**src/rtl/sprite_line_fetch_if.sv**
```systemverilog
// Sprite line fetch bus.
//   master : print controller side. Drives sprite_on, sprite_datas, pixel_tick.
//   slave  : fetch engine side. Drives memory_address, pixel_valid,
//            count_finished, busy.
interface sprite_line_fetch_if #(
    parameter int SIZE_ADDRESS = 14
);
    logic                    sprite_on;
    logic [31:0]             sprite_datas;
    logic                    pixel_tick;
    logic [SIZE_ADDRESS-1:0] memory_address;
    logic                    pixel_valid;
    logic                    count_finished;
    logic                    busy;

    modport master (
        output sprite_on, sprite_datas, pixel_tick,
        input  memory_address, pixel_valid, count_finished, busy
    );

    modport slave (
        input  sprite_on, sprite_datas, pixel_tick,
        output memory_address, pixel_valid, count_finished, busy
    );
endinterface

```
**src/rtl/sprite_line_fetch.sv**
```systemverilog
// Sprite line fetch engine.
// Started by the print controller's sprite_on. It generates sprite-memory
// addresses for the rest of one sprite row, advancing one address per
// pixel_tick. When the row segment is exhausted it raises count_finished and
// holds it until sprite_on drops.
// Ports:
//   clk, reset : system clock, asynchronous active-high reset
//   bus        : sprite_line_fetch_if.slave
//                in : sprite_on (level request), sprite_datas (descriptor:
//                     [13:0] base, [18:14] col, [23:19] row), pixel_tick
//                out: memory_address, pixel_valid, count_finished, busy
module sprite_line_fetch #(
    parameter int SIZE_ADDRESS = 14,
    parameter int SPRITE_W     = 20,
    parameter int SPRITE_H     = 20
) (
    input  logic                clk,
    input  logic                reset,
    sprite_line_fetch_if.slave  bus
);
    localparam int REM_W  = $clog2(SPRITE_W + 1);
    localparam int PROD_W = 5 + REM_W;

    typedef enum logic [1:0] {IDLE, LOAD, RUN, DONE} state_t;

    state_t                  state_q;
    logic [SIZE_ADDRESS-1:0] base_q;
    logic [SIZE_ADDRESS-1:0] addr_q;
    logic [4:0]              col_q;
    logic [4:0]              row_q;
    logic [REM_W-1:0]        rem_q;
    logic                    valid_q;
    logic                    fin_q;
    logic                    busy_q;

    // Row offset is a constant multiply. It is carried at full width, and
    // the sum wraps modulo 2^SIZE_ADDRESS.
    logic [PROD_W-1:0]       row_off;
    logic [SIZE_ADDRESS-1:0] start_d;
    logic [REM_W-1:0]        rem_d;
    logic                    in_range;

    assign row_off  = PROD_W'(row_q) * PROD_W'(SPRITE_W);
    assign start_d  = base_q + SIZE_ADDRESS'(row_off) + SIZE_ADDRESS'(col_q);
    assign rem_d    = REM_W'(SPRITE_W - int'(col_q));
    assign in_range = (32'(col_q) < SPRITE_W) && (32'(row_q) < SPRITE_H);

    // Descriptor bits [31:24] carry no meaning for this block.
    logic unused_hi;
    assign unused_hi = ^bus.sprite_datas[31:24];

    always_ff @(posedge clk or posedge reset) begin
        if (reset) begin
            state_q <= IDLE;
            base_q  <= '0;
            addr_q  <= '0;
            col_q   <= '0;
            row_q   <= '0;
            rem_q   <= '0;
            valid_q <= 1'b0;
            fin_q   <= 1'b0;
            busy_q  <= 1'b0;
        end else begin
            case (state_q)
                IDLE: begin
                    if (bus.sprite_on) begin
                        base_q  <= SIZE_ADDRESS'(bus.sprite_datas[13:0]);
                        col_q   <= bus.sprite_datas[18:14];
                        row_q   <= bus.sprite_datas[23:19];
                        busy_q  <= 1'b1;
                        state_q <= LOAD;
                    end
                end
                LOAD: begin
                    // pixel_tick is ignored here. Counting starts in RUN.
                    if (!bus.sprite_on) begin
                        busy_q  <= 1'b0;
                        state_q <= IDLE;
                    end else if (in_range) begin
                        addr_q  <= start_d;
                        rem_q   <= rem_d;
                        valid_q <= 1'b1;
                        state_q <= RUN;
                    end else begin
                        fin_q   <= 1'b1;
                        state_q <= DONE;
                    end
                end
                RUN: begin
                    if (!bus.sprite_on) begin
                        valid_q <= 1'b0;
                        busy_q  <= 1'b0;
                        state_q <= IDLE;
                    end else if (bus.pixel_tick) begin
                        if (rem_q == REM_W'(1)) begin
                            valid_q <= 1'b0;
                            fin_q   <= 1'b1;
                            state_q <= DONE;
                        end else begin
                            addr_q <= addr_q + SIZE_ADDRESS'(1);
                            rem_q  <= rem_q - REM_W'(1);
                        end
                    end
                end
                DONE: begin
                    // Stay here until the controller drops its request. A new
                    // request is only accepted from IDLE.
                    if (!bus.sprite_on) begin
                        fin_q   <= 1'b0;
                        busy_q  <= 1'b0;
                        state_q <= IDLE;
                    end
                end
                default: state_q <= IDLE;
            endcase
        end
    end

    assign bus.memory_address = addr_q;
    assign bus.pixel_valid    = valid_q;
    assign bus.count_finished = fin_q;
    assign bus.busy           = busy_q;
endmodule

```
**src/flat_wrapper.sv**
```systemverilog
// flat-port wrapper written by rule: the top's interface ports become plain ports
module sprite_line_fetch_flat 
#(
    parameter int SIZE_ADDRESS = 14,
    parameter int SPRITE_W     = 20,
    parameter int SPRITE_H     = 20
)
  (clk, reset, bus_sprite_on, bus_sprite_datas, bus_pixel_tick, bus_memory_address, bus_pixel_valid, bus_count_finished, bus_busy);
  sprite_line_fetch_if #(.SIZE_ADDRESS(SIZE_ADDRESS)) bus_i ();
  input  logic clk;
  input  logic reset;
  input wire logic [$bits(bus_i.sprite_on)-1:0] bus_sprite_on;
  input wire logic [$bits(bus_i.sprite_datas)-1:0] bus_sprite_datas;
  input wire logic [$bits(bus_i.pixel_tick)-1:0] bus_pixel_tick;
  output wire logic [$bits(bus_i.memory_address)-1:0] bus_memory_address;
  output wire logic [$bits(bus_i.pixel_valid)-1:0] bus_pixel_valid;
  output wire logic [$bits(bus_i.count_finished)-1:0] bus_count_finished;
  output wire logic [$bits(bus_i.busy)-1:0] bus_busy;
  assign bus_i.sprite_on = bus_sprite_on;
  assign bus_i.sprite_datas = bus_sprite_datas;
  assign bus_i.pixel_tick = bus_pixel_tick;
  assign bus_memory_address = bus_i.memory_address;
  assign bus_pixel_valid = bus_i.pixel_valid;
  assign bus_count_finished = bus_i.count_finished;
  assign bus_busy = bus_i.busy;
  sprite_line_fetch #(.SIZE_ADDRESS(SIZE_ADDRESS), .SPRITE_W(SPRITE_W), .SPRITE_H(SPRITE_H)) u_core (.clk(clk), .reset(reset), .bus(bus_i));
endmodule
```
**config.mk**
```make
export PLATFORM = sky130hd
export DESIGN_NAME = sprite_line_fetch_flat
export DESIGN_NICKNAME = d
export VERILOG_FILES = /design/src/rtl/sprite_line_fetch_if.sv /design/src/rtl/sprite_line_fetch.sv /design/src/flat_wrapper.sv
export SDC_FILE = /design/constraint.sdc
export NUM_CORES = 1
export LEC_CHECK = 0
export BUFFER_PORTS_ARGS = -buffer_cell sky130_fd_sc_hd__buf_2
export CAP_MARGIN = 20
export CORE_MARGIN = 4
export CORE_UTILIZATION = 30
export CTS_CLUSTER_DIAMETER = 200
export CTS_CLUSTER_SIZE = 40
export DETAILED_ROUTE_END_ITERATION = 8
export REMOVE_ABC_BUFFERS = 1
export SLEW_MARGIN = 20
export SYNTH_ARGS = -nofsm -noshare
export SYNTH_HDL_FRONTEND = slang
export SYNTH_SLANG_ARGS = --single-unit
```
**constraint.sdc**
```tcl
create_clock -name clk -period 9.67 [get_ports clk]
set_input_delay 0 -clock clk [delete_from_list [all_inputs] [get_ports clk]]
set_output_delay 0 -clock clk [all_outputs]
set_load 0.01 [all_outputs]
```
After elaboration in Yosys (flattened, before gate mapping). Cells that the tools add are included.

$add $sub $neg: 5. Multiply operators: 1. Reductions and logical operators: 11. Order comparisons: 2. Multiplexer cells: 35. Equality and inequality tests: 16.

Operators by type and width (number): 14-bit two-way mux (5); 14-bit case mux with 2 select lines (1); 5-bit two-way mux (5); 2-bit != test, second input constant (8); 14-bit by 1-bit adder with 14-bit output, second input constant (1); 14-bit by 10-bit adder with 14-bit output (1); 14-bit by 5-bit adder with 14-bit output (1); 1-bit two-way mux (13); 2-bit two-way mux (6); 5-bit < comparator, second input constant (2); 5-bit case mux with 2 select lines (1); 5-bit by 3-bit multiplier with 8-bit output, second input constant (1); 2-bit case mux with 4 select lines (1); 7-bit AND reduction (1); 6-bit AND reduction (1); 5-bit by 1-bit equality test with 1-bit output, second input constant (1); 5-bit AND reduction (1); 5-bit by 1-bit subtractor with 5-bit output, second input constant (1); 5-bit subtractor, first input constant (1); 2-bit equality test, second input constant (2); 2-bit by 1-bit != test with 1-bit output, second input constant (2); 1-bit case mux with 2 select lines (2); 2-bit AND reduction (2); 4-bit AND reduction (1); 9 further kinds (9).

Flip-flop bits (word level): 48. Input bits: 36. Output and inout bits: 17. Word-level logic and storage cells: 79.

Longest topological paths before layout.
Word-level depth: 6. Gate-level depth with buffers: 12. Gate-level depth less buffers: 12.

Worst setup path before layout. Ideal clock, no wire load.

Path kind: reg2reg. Start: register u_core.row_q[1]. End: register u_core.addr_q[10], in the netlist u_core.bus.memory_address[10]. Arrival: 2.976 ns. Library setup time: 0.131 ns. Period minus slack after synthesis: 3.107 ns. Stages on the path, launching flop included: 12. Required time: 9.539 ns. Path buffers: 0. Setup slack: 6.563 ns. Cell sequence: dfrtp_1 ha_1 ha_1 fa_1 xor2_1 ha_1 ha_1 o21ai_0 nand2_1 o2111ai_2 and4_1 or3_1.

Longest elaborated chain between the ends: 6. Elaborated cells on any way between the ends: 10. Those cells by class: add/sub: 2; mul: 1; order compare: 1; eq/ne: 1; mux: 3; reduce/logical: 2.

Ends and longest elaborated chain: from (decl) (RTL line sprite_line_fetch.sv:30) `logic [4:0] row_q;`; from (signal assigned) (RTL line sprite_line_fetch.sv:69) `row_q <= bus.sprite_datas[23:19];`; 5-bit by 3-bit multiplier with 8-bit output (RTL line sprite_line_fetch.sv:43) `assign row_off = PROD_W'(row_q) * PROD_W'(SPRITE_W);`; 14-bit by 10-bit adder with 14-bit output (RTL line sprite_line_fetch.sv:44) `assign start_d = base_q + SIZE_ADDRESS'(row_off) + SIZE_ADDRESS'(col_q);`; 14-bit by 5-bit adder with 14-bit output (RTL line sprite_line_fetch.sv:44); 14-bit two-way mux (RTL line sprite_line_fetch.sv:79) `end else if (in_range) begin`; 14-bit two-way mux (RTL line sprite_line_fetch.sv:76) `if (!bus.sprite_on) begin`; 14-bit case mux with 2 select lines (RTL line sprite_line_fetch.sv:64) `case (state_q)`; to (signal assigned) (RTL line sprite_line_fetch.sv:80) `addr_q <= start_d;`; to (signal assigned) (RTL line sprite_line_fetch.sv:100) `addr_q <= addr_q + SIZE_ADDRESS'(1);`; to (decl) (RTL line sprite_line_fetch.sv:28) `logic [SIZE_ADDRESS-1:0] addr_q;`.

Parallel ways exist; a longest one is shown, timed or not. The select of a mux whose other input is x is not followed. A chain may end at the register's enable or synchronous reset.

Worst setup path in the final report.
Start: register u_core.row_q[1]. End: register u_core.addr_q[11], in the netlist u_core.bus.memory_address[11].

The elaborated chain is that of the path after synthesis.

==> results list <==
* Outcome: complete, no violations
* Residual DRC count: 0
- Total global-route track usage: 12.6%
* Length in cells of the worst reg-to-reg path: 12
- After synthesis, the cell types taking the most area are sky130_fd_sc_hd__dfrtp_1 37%, sky130_fd_sc_hd__ha_1 11%, sky130_fd_sc_hd__mux2_2 6.7%.
- Summing internal, switching and leakage power gives 1.39 mW.
- Final setup violation count: 0
- Chip width: 111 microns
* Worst reg2reg path startpoint: u_core.row_q[1]
* Switching power of the nets: 0.661 mW
- Area added between synthesis and finish: 23.1%
- CP endpoint kind: register
* Min-Delay Startpoint: bus_pixel_tick
* Die area: 12400 sq um
- Number of sinks on the clock net: 48
- Detailed routing placed a total of 3310 microns of wire on met2.
- The longest clock path from root to sink contains 2 buffers.
* Initial standard-cell utilization of the core: 30.9%
- After clock tree synthesis, the clock-pin slew on the worst setup and hold paths is 0.11 ns.
- Multiplexer fraction of the synthesized cell area: 6.67%
- Of the total synthesized cell area, the portion taken by full adders, half adders and majority gates is 14.0%.
- The HPWL after detailed placement is 5600 microns.
- Total overflow reported by the global router: 0
- The clock network burns 10.7% of the power.
- The region available for standard cell placement spans 10400 sq um.
- Cell internal power dissipation: 0.725 mW
- After synthesis, the largest area contributor takes up 37.4% of total cell area.
- Of the synthesized area, sequential elements account for 37.4%.
- Maximum number of pins on one net before global-route repair: 49
* Clock insertion delay at the later pin of the skew report: 0.31 ns
- Cell type with the highest aggregate area in the netlist: sky130_fd_sc_hd__dfrtp_1
- Routability-driven placement finished with a final weighted congestion of 0.829.
- STA classifies the critical path startpoint as a register.
* Average cell area after synthesis: 9.69 sq um
- In this run the critical register-to-register path is captured at u_core.bus.memory_address[11].
* Worst path arrival time: 3.56 ns
- The commonest cells after synthesis are 48 x sky130_fd_sc_hd__dfrtp_1, 30 x sky130_fd_sc_hd__nand2_1, 30 x sky130_fd_sc_hd__o21ai_0.
- CTS placed an instance of sky130_fd_sc_hd__clkbuf_8 at the clock tree root.
- After detailed routing, the wire length on met1 is 3710 microns.
- Crit-path max FO: 5
- Cell type with the highest occurrence count on the critical path: sky130_fd_sc_hd__ha_1
- Number of hold violations in the final report: 0
- Slew of the pin with the lowest slew margin: 0.762 ns
- Counting every instance in the synthesized netlist gives 331.
- Proportion of power drawn by flip-flops and latches: 26.4%
- The most used flip-flop cell after synthesis is sky130_fd_sc_hd__dfrtp_1.
* Initial DRC Count: 94
* Setup TNS: 0 ns
* Number of antenna repair diodes: 0
- Least setup slack across all paths after layout: 6.28 ns
- In the detailed route, the total length drawn on met3 is 434 microns.
- Net switching is 47.7% of the power.
- Wirelength per Cell: 14.0 microns
* Most used standard cell by instance count after synthesis: sky130_fd_sc_hd__dfrtp_1
* Reported leakage power: 1.75 nW
- Floorplan die height: 111 microns
* Share of post-route cells with drive strength above 1: 20.1%
- Once layout is complete, the utilization of the core stands at 38.1%.
- Ordered list of cells on the worst path: ha_1 > ha_1 > fa_1 > a21oi_1 > nor2b_1 > ha_1 > ha_1 > a21o_1 > a21oi_1 > a21boi_0 > xor2_1 > o211ai_1
* EDFF count, synth: 0
- The worst pin sits at a relative slew slack of 48.7%.
* VDD IR-drop max: 0.166 mV
- TritonCTS built the clock tree.
- After synthesis, the share of flip-flops with an asynchronous set or reset is 100%.
* Power per cell area: 351 nW/um^2
- The critical path is of the register to register type.
- Final Slew Violations: 0
- The synthesized netlist devotes 15.2% of its cell area to simple gates.
- In this run the worst hold path is classified as primary input to register.
- For this run, the number of Yosys warnings is 0.
- In the final design database the tool counted 469 nets.
- After floorplanning, the core was divided into 37 placement rows.
- Complex-gate fraction of the synthesized area: 20.0%
- Across the run, the number of max-cap violations was 0.
* H-tree depth: 2
- Worst-case register-to-register setup slack: 6.28 ns
- By area, the combinational part of the netlist is dominated by compound AO/OA/AOI/OAI gates.
* Total of fill cells in the finished design: 1086
* Delay of the slowest cell on the worst path: 0.42 ns
- For this run, the detailed router's first-pass iteration total came to 4.
- In this design, the largest share of critical-path delay is due to adder cells.
- CTS hold repair buffers: 26
- Across the whole layout, storage elements account for 1200 sq um.
- Buffers on Ports: 44
- Routed Antenna Nets: 0
* Fmax: 0.295 GHz
* Top-level port count: 53
- After clock tree synthesis, the setup repair step added 0 buffers.
* Slowest CP cell: sky130_fd_sc_hd__dfrtp_1
- Final clock skew: 0.0182 ns
- Netlist area before placement: 3210 sq um
- Crit path launch: u_core.row_q[1]
- The via count of the first global-routing pass came to 2708.
* Final wirelength: 7530 microns
* Top layer in use: met4
- After clock tree synthesis, the repair step resized 0 gates.
* First-pass GRT wire length: 13100 microns
- Count of distinct cell types in the synthesized netlist: 56
- Average via count per standard cell: 5.05
- Unrepaired setup endpoints after global routing: false
- Total via count in the routed design: 2716
- Min cycle time layout: 3.39 ns
* Post-synthesis share of cell area spent on xor and xnor gates: 3.00%
- The critical path ends at u_core.bus.memory_address[11].
- Antenna violations before repair: 0
* Flops & latches, synth: 48
- In this run, CTS created clock tree buffers numbering 5.
- Post-Route Hold Slack: 0.0891 ns
* Area of the multi-input gates: 1890 sq um
* Critical path buffers and inverters: 0
- The critical path crosses 12 cells after its start point.
- Critical path required time: 9.84 ns
- Comb pwr share: 62.9%
- Pre-CTS WS: 6.29 ns
- The worst path uses 35.0% of the clock period.
[final cells by class]
class | count | share of cell area [%]
inverter | 20 | 1.90
tap | 136 | 4.31
timing repair buffer | 73 | 12.7
clock inverter | 3 | 1.08
sequential | 48 | 30.4
multi-input combinational | 253 | 47.8
clock buffer | 5 | 1.74
[power by group through the flow]
stage | logic (mW) | registers, mW | clock network (mW)
2_1_floorplan | 0.630 | 0.359 | 0
6_report | 0.872 | 0.365 | 0.148
3_5_place_dp | 0.852 | 0.370 | 0
4_1_cts | 0.872 | 0.366 | 0.154
3_3_place_gp | 0.829 | 0.367 | 0
5_1_grt | 0.997 | 0.381 | 0.161
[through the flow]
step,cell area (sq um),cells
detailed placement,3580,504
global placement,3580,504
finish,3950,538
floorplan,3160,321
CTS,3950,538
global route,3950,538
[layer usage]
layer / global-route usage (%) / vias to the layer above
li1: - / 1365
met2: 19.7 / 71
met4: 3.73 / 0
met5: 0 / -
met3: 2.39 / 7
met1: 17.9 / 1273
[registers in the layout, indices dropped and copies added, names as in the netlist]
signal,cells
u_core.state_q,2
u_core.rem_q,5
u_core.row_q,5
u_core.bus.count_finished,1
u_core.col_q,5
u_core.bus.pixel_valid,1
u_core.bus.memory_address,14
u_core.bus.busy,1
u_core.base_q,14
[worst min-delay path by stage]
stage | to | slack [ns] | cells after the start
floorplan | u_core.base_q[13] | 0.12 | 2
global placement | u_core.row_q[0] | 0.21 | 3
detailed placement | u_core.row_q[0] | 0.21 | 3
CTS | u_core.state_q[0] | 0.08 | 4
global route | u_core.state_q[0] | 0.11 | 4
finish | u_core.state_q[0] | 0.09 | 4
[worst min-delay path, stage by stage]
cell                      delay [ns]
sky130_fd_sc_hd__buf_2          0.13
sky130_fd_sc_hd__nand2_1        0.08
sky130_fd_sc_hd__nand2_1        0.06
sky130_fd_sc_hd__o311a_1        0.11
[cell usage in the layout (no fill, tap or decap), drive strengths merged, types with 4 or more instances in the layout]
| cell type | instances |
|---|---|
| a211oi | 6 |
| a21o | 4 |
| a21oi | 24 |
| a31oi | 4 |
| and3 | 5 |
| buf | 47 |
| clkbuf | 5 |
| dfrtp | 48 |
| dlygate4sd3 | 26 |
| fa | 5 |
| ha | 27 |
| inv | 20 |
| mux2 | 19 |
| nand2 | 30 |
| nand3 | 10 |
| nor2 | 13 |
| nor3 | 4 |
| o211ai | 4 |
| o21ai | 30 |
| xnor2 | 4 |
| xor2 | 7 |
[logic make-up after synthesis]
kind of cell               after synthesis
AOI/OAI and AO/OA                       99
DFF                                     48
and+or+nand+nor                         91
xor gates and xnor gates                11
muxes                                   19
buffers and inverters                   30
adders and majority gates               33
(Power assumes the default switching activity.)
